**src/rtl/text_mode_renderer.sv**
```systemverilog
// rtl/text_mode_renderer.sv - 100x37 text-cell renderer, 4-cycle fixed pipeline to 12-bit RGB.
// Optional blinking cursor cell enabled by defining TEXT_CURSOR_EN.
`timescale 1ns/1ps

module text_mode_renderer #(
    parameter int          COLS       = 100,
    parameter int          ROWS       = 37,
    parameter logic [11:0] BORDER_RGB = 12'h000
) (
    input  logic        clk40,
    input  logic        reset,
    input  logic [9:0]  hPos,
    input  logic [9:0]  vPos,
    input  logic        videoActive,
    input  logic        hsyncIn,
    input  logic        vsyncIn,
`ifdef TEXT_CURSOR_EN
    input  logic [6:0]  cursorCol,
    input  logic [5:0]  cursorRow,
`endif
    output logic [11:0] charAddr,
    input  logic [15:0] charData,
    output logic [11:0] fontAddr,
    input  logic [7:0]  fontData,
    output logic [11:0] rgb,
    output logic        hsyncOut,
    output logic        vsyncOut,
    output logic        activeOut
);

    localparam logic [11:0] COLS_W     = 12'(COLS);
    localparam logic [9:0]  TEXT_LINES = 10'(ROWS * 16);

    typedef struct packed {
        logic [2:0] px;
        logic [3:0] line;
        logic       in_text;
        logic       active;
        logic       hsync;
        logic       vsync;
        logic       cursor;
    } side_t;

    side_t       s1, s2, s3, s4;
    logic [7:0]  attr3, attr4;
    logic        in_text;
    logic [11:0] cell_addr;
    logic        cursor_hit;

    function automatic logic [11:0] pal(input logic [3:0] i);
        logic [3:0] hi, lo;
        hi = i[3] ? 4'hF : 4'hA;
        lo = i[3] ? 4'h5 : 4'h0;
        return {i[2] ? hi : lo, i[1] ? hi : lo, i[0] ? hi : lo};
    endfunction

    assign in_text   = videoActive && (vPos < TEXT_LINES);
    assign cell_addr = ({6'd0, vPos[9:4]} * COLS_W) + {5'd0, hPos[9:3]};

`ifdef TEXT_CURSOR_EN
    logic [5:0] frame_count;
    logic       vsync_prev;

    always_ff @(posedge clk40) begin
        if (reset) begin
            frame_count <= 6'd0;
            vsync_prev  <= 1'b0;
        end else begin
            vsync_prev <= vsyncIn;
            if (vsyncIn && !vsync_prev)
                frame_count <= frame_count + 6'd1;
        end
    end

    // Blink phase is the counter MSB: 32 frames on, 32 frames off.
    assign cursor_hit = in_text && frame_count[5] &&
                        (hPos[9:3] == cursorCol) && (vPos[9:4] == cursorRow);
`else
    assign cursor_hit = 1'b0;
`endif

    // Edge n: cell address and sideband capture.
    always_ff @(posedge clk40) begin
        if (reset) begin
            charAddr <= 12'd0;
            s1       <= '0;
        end else begin
            charAddr   <= in_text ? cell_addr : 12'd0;
            s1.px      <= hPos[2:0];
            s1.line    <= vPos[3:0];
            s1.in_text <= in_text;
            s1.active  <= videoActive;
            s1.hsync   <= hsyncIn;
            s1.vsync   <= vsyncIn;
            s1.cursor  <= cursor_hit;
        end
    end

    // Edge n+1: character RAM read in flight.
    always_ff @(posedge clk40) begin
        if (reset) s2 <= '0;
        else       s2 <= s1;
    end

    // Edge n+2: glyph row address and attribute capture.
    always_ff @(posedge clk40) begin
        if (reset) begin
            fontAddr <= 12'd0;
            attr3    <= 8'd0;
            s3       <= '0;
        end else begin
            fontAddr <= s2.in_text ? {charData[7:0], s2.line} : 12'd0;
            attr3    <= s2.in_text ? charData[15:8] : 8'd0;
            s3       <= s2;
        end
    end

    // Edge n+3: font ROM read in flight.
    always_ff @(posedge clk40) begin
        if (reset) begin
            attr4 <= 8'd0;
            s4    <= '0;
        end else begin
            attr4 <= attr3;
            s4    <= s3;
        end
    end

    logic       pixel;
    logic [3:0] fg_idx, bg_idx;

    always_comb begin
        pixel  = fontData[3'd7 - s4.px];
        fg_idx = s4.cursor ? attr4[7:4] : attr4[3:0];
        bg_idx = s4.cursor ? attr4[3:0] : attr4[7:4];
    end

    // Edge n+4: colour lookup and aligned syncs.
    always_ff @(posedge clk40) begin
        if (reset) begin
            rgb       <= 12'd0;
            hsyncOut  <= 1'b0;
            vsyncOut  <= 1'b0;
            activeOut <= 1'b0;
        end else begin
            rgb       <= s4.in_text ? pal(pixel ? fg_idx : bg_idx) : BORDER_RGB;
            hsyncOut  <= s4.hsync;
            vsyncOut  <= s4.vsync;
            activeOut <= s4.active;
        end
    end

endmodule

```
**config.mk**
```make
export PLATFORM = sky130hd
export DESIGN_NAME = text_mode_renderer
export DESIGN_NICKNAME = d
export VERILOG_FILES = /design/src/rtl/text_mode_renderer.sv
export SDC_FILE = /design/constraint.sdc
export NUM_CORES = 1
export LEC_CHECK = 0
export CAP_MARGIN = 15
export CELL_PAD_IN_SITES_DETAIL_PLACEMENT = 0
export CELL_PAD_IN_SITES_GLOBAL_PLACEMENT = 2
export CORE_UTILIZATION = 32
export CTS_CLUSTER_SIZE = 28
export DETAILED_ROUTE_END_ITERATION = 7
export GPL_TIMING_DRIVEN = 0
export HOLD_SLACK_MARGIN = 0.1
export PLACE_DENSITY_LB_ADDON = 0.15
export SLEW_MARGIN = 20
export SYNTH_ARGS = -nofsm -noshare
export SYNTH_HDL_FRONTEND = slang
export SYNTH_SLANG_ARGS = --single-unit
export TNS_END_PERCENT = 5
```
**constraint.sdc**
```tcl
create_clock -name clk40 -period 5.19 [get_ports clk40]
set_input_delay 0.519 -clock clk40 [delete_from_list [all_inputs] [get_ports clk40]]
set_output_delay 0.519 -clock clk40 [all_outputs]
set_load 0.02 [all_outputs]
```
==> summary.md <==
| Metric | Value |
|---|---|
| Worst Path Max Fanout | 4 |
| Fraction of final layout cells sized beyond drive strength 1 | 8.223% |
| Number of instances in the synthesized netlist | 274 |
| Total via count in the routed design | 2,009 |
| Global router's overall resource usage | 11.52% |
| Half-perimeter wire length after detailed placement | 4.125 mm |
| Full die area | 10,020 um^2 |
| Share of synthesized area occupied by flip-flops and latches | 53.98% |
| Number of filler cells placed in the layout | 890 |
| Number of vias per cell | 3.970 |
| Quantity of gates resized following cts | 0 |
| Drt total wl | 5.346 mm |
| EDFF count, synth | 0 |
| P_leak | 1.773 nW |
| Clock latency on the worst-skew pair | 0.35 ns |
| Core ar. | 9284 um^2 |
| Post-Place Cell Area | 4110 um^2 |
| Maximum clock insertion buffer count | 2 |
| Final Slew Violations | 0 |
| Register Area | 1662 um^2 |
| Sink Count | 83 |
| Number of cell rows | 35 |
| Transition at the pin with the smallest max-transition slack | 0.5083 ns |
| Pin count of the biggest net entering global routing | 15 |
| Number of hold violations in the final report | 0 |
| Count of distinct cell types in the synthesized netlist | 31 |
| Cell repeated most along the worst path | sky130_fd_sc_hd__ha_1 |
| Crit path buf inv count | 2 |
| Post-CTS Repair Setup Buffers | 0 |
| Number of port buffers | 87 |
| Chip height | 100.1 um |
| Number of violations reported at the end of detailed-routing iteration 0 | 36 |
| Number of DRC violations after detailed routing | 0 |
| Total Nets Final | 451 |
| Most common cell after layout, fill and taps aside | sky130_fd_sc_hd__clkdlybuf4s50_1 |
| Worst-case headroom to the max-slew limit | 66.12% |
| Wire length of the first global-routing pass | 8.611 mm |
| Required arrival time at the worst endpoint | 5.46 ns |
| Most frequent cells in the layout | sky130_fd_sc_hd__clkdlybuf4s50_1 (87), sky130_fd_sc_hd__dfxtp_1 (83), sky130_fd_sc_hd__nor2b_1 (51), sky130_fd_sc_hd__ha_1 (28), sky130_fd_sc_hd__and2_1 (23) |
| Synthesized cell area | 3078 um^2 |
| Arrival time reported for the critical path endpoint | 3.53 ns |
| CP peak stage delay | 0.58 ns |
| Crit path launch type | input pin |
| Fin Clk Skew | 0.01053 ns |
| Cell breakdown of the critical path | clkdlybuf4s50_1 > ha_1 > ha_1 > ha_1 > inv_1 > fa_1 > nand2b_1 > a21oi_1 > xor2_1 > nand3_1 > or3_1 > a21oi_1 |
| Count of inserted antenna diode cells | 0 |
| Most frequently used flop master after synthesis | sky130_fd_sc_hd__dfxtp_1 |
| Routability cong. | 0.7142 |
| Antenna violations before repair | 0 |
| Max Freq | 306.9 MHz |
| Die W | 100.1 um |
| Setup TNS | 0 ns |
| I/O pin count | 88 |
| Min Clock Period, post-route | 3.258 ns |
| Initial standard-cell utilization of the core | 33.15% |
| Number of nets in the synthesized netlist | 353 |
| Worst Path Class, Setup | input pin to flop |
| Cell count after placement | 490 |
| Initial DRT Pass Iterations | 4 |
| Clock tree from TritonCTS | done |
| Pwr dens | 312.1 nW/um^2 |
| Yosys warning total | 0 |
| Area growth syn-to-layout | 40.37% |
| Type of the tightest min-delay check | flop to flop |
| Average detailed-routed wire length per instance | 10.57 um |
| Final instance area | 4320 um^2 |
| RSZ-0062 raised after global routing | no |
| Dominant delay contributor by cell family on the critical path | adder cells |
| Number of global-route vias before repair | 1,904 |
| Setup crit end kind | flop |
| Number of buffers added by the clock tree synthesis step | 9 |
| Post-CTS Hold Buffers | 0 |
| Number of storage elements in the synthesis netlist | 83 |
| Share of synthesized flip-flops with an asynchronous set or reset | 0% |
| CTS Root Cell | sky130_fd_sc_hd__clkbuf_8 |
| Setup-failing EPs final | 0 |
| Clk pin slew, worst setup/hold paths | 0.08 ns |
| Antenna Violating Nets Remaining | 0 |
| H-tree lvl count | 3 |
| Register-to-register setup slack | 3.58 ns |
| Synthesized area divided by synthesized cell count | 11.23 um^2 |
| Peak supply drop | 0.1062 mV |
| Tcrit/Tclk final | 62.78% |
| Final Instance Count excl. Fillers | 506 |
| Gr ovfl total | 0 |
| Max capacitance violation total | 0 |
| Slowest-stage cell, CP | sky130_fd_sc_hd__clkdlybuf4s50_1 |
| Status | finished, final reports clean |
| Multi-input logic area | 1277 um^2 |
==> per-stage QoR <==
step                      worst slack (ns)  hold WS (ns)   power, W  util [%]
after floorplan                      2.260        0.4057  0.0008111         -
after global placement               1.509        0.4103  0.0008949     44.27
after detailed placement             1.544        0.4128  0.0008948     44.27
after CTS                            1.904        0.4250   0.001374     46.54
after global routing                 1.748        0.4382   0.001425     46.54
final                                1.932        0.4276   0.001348     46.54
==> power by group <==
group / internal, W / switching (W) / total (W)
Sequential: 0.000656 / 0.00000416 / 0.000660
Clock: 0.000249 / 0.000224 / 0.000474
Combinational: 0.000114 / 0.0000999 / 0.000214
==> registers in the layout, indices dropped and copies added, names as in the netlist <==
signal,flops
charAddr,12
rgb,4
hsyncOut,1
attr3,8
fontAddr,12
attr4,8
activeOut,1
s4,7
s3,7
vsyncOut,1
s1,11
s2,11
==> per-layer routing <==
layer / global-route usage (%) / part of all wire, % / wire length [um] / up-vias
met5: 0 / 0 / 0 / -
met4: 8.361 / 2.7 / 146 / 0
met3: 2.368 / 2.9 / 154 / 12
met2: 20.37 / 51 / 2716 / 41
met1: 12.18 / 44 / 2329 / 891
li1: - / - / - / 1065
==> cell families (layout without fill, tap and decap cells) <==
group	Yosys count	count (layout)	share of synthesized area, %
flops	83	83	53.98
simple gates	97	97	18.46
fa+ha+maj	30	30	12.68
buf+inv	29	132	4.512
xor+xnor	10	10	3.089
compound gates	18	18	3.780
mux	7	7	3.496
==> final cells by class <==
| type | instances | area share, % |
|---|---|---|
| buffer | 15 | 1.998 |
| clock buffer | 11 | 3.504 |
| clock inverter | 5 | 1.361 |
| inverter | 14 | 1.216 |
| multi-input combinational | 162 | 29.57 |
| sequential | 83 | 38.46 |
| tap | 129 | 3.736 |
| timing repair buffer | 87 | 20.16 |
==> Yosys cell counts (3+ instances only) <==
library cell	instances	share of area (%)
sky130_fd_sc_hd__nor2b_1	51	10
sky130_fd_sc_hd__mux2i_1	4	1.3
sky130_fd_sc_hd__o21ai_1	3	0.49
sky130_fd_sc_hd__clkbuf_1	7	0.85
sky130_fd_sc_hd__buf_4	8	2.0
sky130_fd_sc_hd__a21oi_1	4	0.65
sky130_fd_sc_hd__inv_1	13	1.6
sky130_fd_sc_hd__nor2_1	14	1.7
sky130_fd_sc_hd__and2_1	23	4.7
sky130_fd_sc_hd__xnor2_1	5	1.4
sky130_fd_sc_hd__dfxtp_1	83	54
sky130_fd_sc_hd__nor3_1	3	0.49
sky130_fd_sc_hd__xor2_1	4	1.1
sky130_fd_sc_hd__o21ai_0	3	0.49
sky130_fd_sc_hd__ha_1	28	11
==> path summary, 6_finish.rpt <==
path / start / endpoint / cells past startpoint
setup / recovery: vPos[6] / charAddr[11] / 12
hold / removal: s2[7] / fontAddr[2] / 1
setup reg to reg: s4[9] / rgb[10] / 4
hold reg to reg: s2[7] / fontAddr[2] / 1
(Power assumes the default switching activity.)
==> RTL change 1 (config.mk and constraints unchanged) <==
Take the reset off `charAddr` and load it in a clocked block of its own.
--- a/src/rtl/text_mode_renderer.sv
+++ b/src/rtl/text_mode_renderer.sv
@@ -82,10 +82,8 @@
     // Edge n: cell address and sideband capture.
     always_ff @(posedge clk40) begin
         if (reset) begin
-            charAddr <= 12'd0;
             s1       <= '0;
         end else begin
-            charAddr   <= in_text ? cell_addr : 12'd0;
             s1.px      <= hPos[2:0];
             s1.line    <= vPos[3:0];
             s1.in_text <= in_text;
@@ -94,6 +92,10 @@
             s1.vsync   <= vsyncIn;
             s1.cursor  <= cursor_hit;
         end
+    end
+
+    always_ff @(posedge clk40) begin
+        charAddr <= in_text ? cell_addr : 12'd0;
     end
 
     // Edge n+1: character RAM read in flight.
Formal check against the unedited RTL: not equivalent (Yosys sat finds a counterexample within 4 cycles, from zero or initial values and one cycle with reset high).
==> RTL change 1 against the original RTL <==
- total power grew 1.7%
- core utilization about the same
- clock power fell by 2%
- largest power group unchanged
- setup slack got worse by 0.076 ns
- area after synthesis increased by 0.24%
- final cell count rose by 0.79%
- sequential cell count unchanged
- final area about the same
- routed wire length fell by 0.28%
==> RTL change 1: results (changes against the original RTL) <==
Synth cell types 30 (was 31); GR Util met2 18.70% (was 20.37%); FF-to-FF setup slack 3.61 ns (was 3.58 ns); DRT Pass-1 Iters 4 (unchanged); Placed Cells 494 (was 490); pre-CTS WS 1.526 ns (was 1.544 ns); CP arrival 3.60 ns (was 3.53 ns); Post-Layout Cell Count 510 (was 506); CP Capture Point charAddr[11] (unchanged); htree depth 3 (unchanged); clock network fraction of total power 33.8% (was 35.1%); layout cells sized above 1 7.612% (was 8.223%); Seq/Total Area, Yosys 53.85% (was 53.98%); global-route wire length before repair 8769 µm (was 8611 µm); Initial DRC Count 20 (was 36); synth warn 0 (unchanged); worst flop-to-flop path startpoint s4[9] (unchanged); Synth top cells by count 83 x dfxtp_1, 51 x nor2b_1, 28 x ha_1 (unchanged); Switch Pwr 0.3459 mW (was 0.3283 mW); via count 2020 (was 2009); DR WL/cell 10.45 µm (was 10.57 µm); Reg2Reg Capture Point rgb[3] (was rgb[10]); GPL Wtd Cong 0.7609 (was 0.7142); Post-synth ARST share 0% (unchanged); WL met1 2396 µm (was 2329 µm); Global Route Usage Sum 11.47% (was 11.52%); routed wl met3 294 µm (was 154 µm); P_leak 1.780 nW (was 1.773 nW); Post-DP Area 0.004118 mm² (was 0.004110 mm²); worst slew pin tran 0.5156 ns (was 0.5083 ns); Area contributors post-synth dfxtp_1 54%, ha_1 11%, nor2b_1 10% (unchanged); routing usage on met1 13.43% (was 12.18%); Final Skew 0.01214 ns (was 0.01053 ns); VDD IR max 0.0001859 V (was 0.0001062 V); DP HPWL 4092 µm (was 4125 µm); cells after synthesis 278 (was 274); vias in the first global route 1899 (was 1904); nets 455 (was 451); antenna cells 0 (unchanged); syn nets 357 (was 353); Min Clock Period, post-route 3.334 ns (was 3.258 ns); status finished, final reports clean (unchanged); GR Layer Usage met3 4.178% (was 2.368%); delay-heaviest family, CP adder cells (unchanged); metal2 WL 2551 µm (was 2716 µm)
RTL change 1: changes by cell type in the layout (fill, tap and decap cells not counted), moves of 2 or more:
cell | before | now
nor2_1 | 14 | 18
and2_1 | 23 | 20
inv_1 | 13 | 16
clkbuf_1 | 7 | 9
clkinv_4 | 0 | 2
RTL change 1: cell families after synthesis:
kind of cell | count (synthesis) | share of synthesized area, %
xor gates and xnor gates | 10 | 3.082
adders and majority gates | 30 | 12.65
and+or+nand+nor | 98 | 18.29
AOI/OAI and AO/OA | 18 | 3.771
muxes | 7 | 3.487
buffers and inverters | 32 | 4.866
DFF | 83 | 53.85
RTL change 1: worst min path at each step:
| stage | from | endpoint | slack, ns |
|---|---|---|---|
| 6_report | s2[6] | fontAddr[1] | 0.43 |
| 2_1_floorplan | s2[5] | fontAddr[0] | 0.41 |
| 4_1_cts | s3[3] | s4[3] | 0.43 |
| 3_5_place_dp | s2[6] | fontAddr[1] | 0.41 |
| 5_1_grt | s1[2] | s2[2] | 0.44 |
| 3_3_place_gp | s2[6] | fontAddr[1] | 0.41 |
RTL change 1: final cells by class:
cell class	count	area [µm²]
plain buffers	16	90.09
inverters	16	60.06
clock inverters	5	62.56
flip-flops and latches	83	1662
repair buffers	87	870.8
multi-input cells	163	1274
clock buffers	11	141.4
well taps	129	161.4
fillers	895	4962
RTL change 1: power groups by stage:
| stage | Sequential, mW | Clock (mW) | Combinational [mW] |
|---|---|---|---|
| 3_3_place_gp | 0.683 | 0 | 0.242 |
| 6_report | 0.668 | 0.463 | 0.240 |
| 3_5_place_dp | 0.683 | 0 | 0.242 |
| 4_1_cts | 0.668 | 0.484 | 0.244 |
| 5_1_grt | 0.671 | 0.514 | 0.266 |
| 2_1_floorplan | 0.702 | 0 | 0.127 |
==> RTL change 2 (same flow settings) <==
Made on the original files. The option `TEXT_CURSOR_EN` is turned on by a define.
--- a/src/rtl/text_mode_renderer.sv
+++ b/src/rtl/text_mode_renderer.sv
@@ -1,6 +1,8 @@
 // rtl/text_mode_renderer.sv - 100x37 text-cell renderer, 4-cycle fixed pipeline to 12-bit RGB.
 // Optional blinking cursor cell enabled by defining TEXT_CURSOR_EN.
 `timescale 1ns/1ps
+
+`define TEXT_CURSOR_EN
 
 module text_mode_renderer #(
     parameter int          COLS       = 100,
Interface: changed (added cursorCol and cursorRow); port bits go from 88 to 101. No check against the original RTL was run, so the function may have changed too.
==> RTL change 2 against the original RTL <==
- area after synthesis increased by 16%
- total power increased by 12%
- sequential cell count increased by 10
- clock skew about the same
- highest routed layer unchanged
- final cell count increased by 15%
- non-clock buffer count increased by 15
- combinational power increased by 15%
- final area increased by 15%
- critical path depth increased by 1
- maximum frequency decreased by 5.0%
- synthesized cell count increased by 19%
- setup slack got worse by 0.17 ns
- routed wire length increased by 32%
==> RTL change 2: results (changes against the original RTL) <==
status finished, final reports clean (unchanged); Hold WC Path Type reg2reg (unchanged); synth warn 0 (unchanged); GPL Wtd Cong 0.7727 (was 0.7142); post_cts resized 0 (unchanged); Sw Ratio 24.78% (was 24.35%); CTS Buf Count 9 (unchanged); initial antenna violation count 0 (unchanged); crit path max fanout 6 (was 4); CP startpoint vPos[7] (was vPos[6]); Area contributors post-synth dfxtp_1 52%, ha_1 10%, nor2b_1 9.7% (was dfxtp_1 54%, ha_1 11%, nor2b_1 10%); layout cells sized above 1 4.966% (was 8.223%); Port-buffer cells 100 (was 87); antenna cells 0 (unchanged); Vias per Instance 4.175 (was 3.970); Final Skew 0.01101 ns (was 0.01053 ns); Synth top cells by count 93 x dfxtp_1, 55 x nor2b_1, 29 x ha_1 (was 83 x dfxtp_1, 51 x nor2b_1, 28 x ha_1); nets 531 (was 451); DR WL/cell 12.11 µm (was 10.57 µm); syn nets 420 (was 353); Seq/Total Area, Yosys 52.34% (was 53.98%); worst slew pin tran 0.6172 ns (was 0.5083 ns); FF-to-FF setup slack 3.31 ns (was 3.58 ns); CP Capture Point charAddr[11] (unchanged); Reg2Reg Capture Point rgb[7] (was rgb[10]); Post-synth ARST share 0% (unchanged); DRT Pass-1 Iters 4 (unchanged); Clock transition at path regs 0.09 ns; Global Route Usage Sum 13.12% (was 11.52%); Initial DRC Count 46 (was 36); htree depth 3 (unchanged); Clk Latency, worst-skew pair 0.35 ns (about the same); Post-CTS Setup Inserts 0 (unchanged); global-route wire length before repair 11280 µm (was 8611 µm); Synth cell types 30 (was 31); P_leak 1.998 nW (was 1.773 nW); DP HPWL 5524 µm (was 4125 µm); largest net degree at the start of global routing 16 (was 15); worst flop-to-flop path startpoint s4[9] (unchanged); vias in the first global route 2358 (was 1904); # fillers 1097 (was 890); CTS Buffer Depth 2 (unchanged); VDD IR max 0.0001518 V (was 0.0001062 V); Reg2Reg Depth 5 (was 4); root buffer cell clkbuf_8 (unchanged); Most used DFF post-synth dfxtp_1 (unchanged)
-- RTL change 2: power by group through the flow --
stage	Combinational, mW	Clock [mW]	Sequential [mW]
floorplan	0.133	0	0.768
global placement	0.248	0	0.758
detailed placement	0.249	0	0.758
CTS	0.251	0.544	0.741
global route	0.274	0.580	0.744
finish	0.246	0.525	0.741
-- RTL change 2: routing by layer --
| metal | share of wire [%] | GRT usage, % |
|---|---|---|
| met5 | 0 | 0 |
| met1 | 44 | 14.69 |
| met4 | 2.1 | 5.969 |
| met3 | 4.8 | 3.874 |
| met2 | 49 | 22.86 |
-- RTL change 2: critical path: stages --
cell	delay (ns)
clkdlybuf4s50_1	0.62
inv_1	0.07
ha_1	0.27
inv_1	0.04
ha_1	0.28
ha_1	0.30
ha_1	0.25
a211oi_1	0.32
nor2_1	0.10
xor2_1	0.33
nand3_1	0.13
or3_1	0.33
a21oi_1	0.14
-- RTL change 2: cell families after synthesis --
kind of cell / count (synthesis) / share of synthesized area (%)
buf+inv: 30 / 4.010
compound gates: 18 / 3.095
xor+xnor: 29 / 7.140
mux: 8 / 3.166
simple gates: 118 / 18.92
fa+ha+maj: 31 / 11.33
flops: 93 / 52.34
-- RTL change 2: layout make-up --
| type | count | area share (%) |
|---|---|---|
| multi-input cells | 204 | 31.38 |
| flip-flops and latches | 93 | 37.62 |
| plain buffers | 17 | 1.896 |
| inverters | 13 | 0.9861 |
| clock inverters | 5 | 1.694 |
| repair buffers | 100 | 20.23 |
| well taps | 140 | 3.540 |
| clock buffers | 11 | 2.655 |
-- RTL change 2: worst min path at each step --
| stage | startpoint | end | depth (start not counted) |
|---|---|---|---|
| after floorplan | s2[5] | fontAddr[0] | 1 |
| after global placement | s2[6] | fontAddr[1] | 1 |
| after detailed placement | s2[5] | fontAddr[0] | 1 |
| after CTS | s2[5] | fontAddr[0] | 1 |
| after global routing | s2[5] | fontAddr[0] | 1 |
| final | s2[8] | fontAddr[3] | 1 |
-- RTL change 2: metrics by stage --
step | setup slack (ns) | hold WS [ns] | area, µm² | instances | power (mW)
5_1_grt | 1.561 | 0.4569 | 4949 | 583 | 1.598
2_1_floorplan | 2.265 | 0.4057 | 3557 | 327 | 0.9007
6_report | 1.760 | 0.4308 | 4949 | 583 | 1.512
3_3_place_gp | 1.397 | 0.4100 | 4733 | 567 | 1.006
3_5_place_dp | 1.379 | 0.4097 | 4733 | 567 | 1.007
4_1_cts | 1.736 | 0.4325 | 4949 | 583 | 1.537
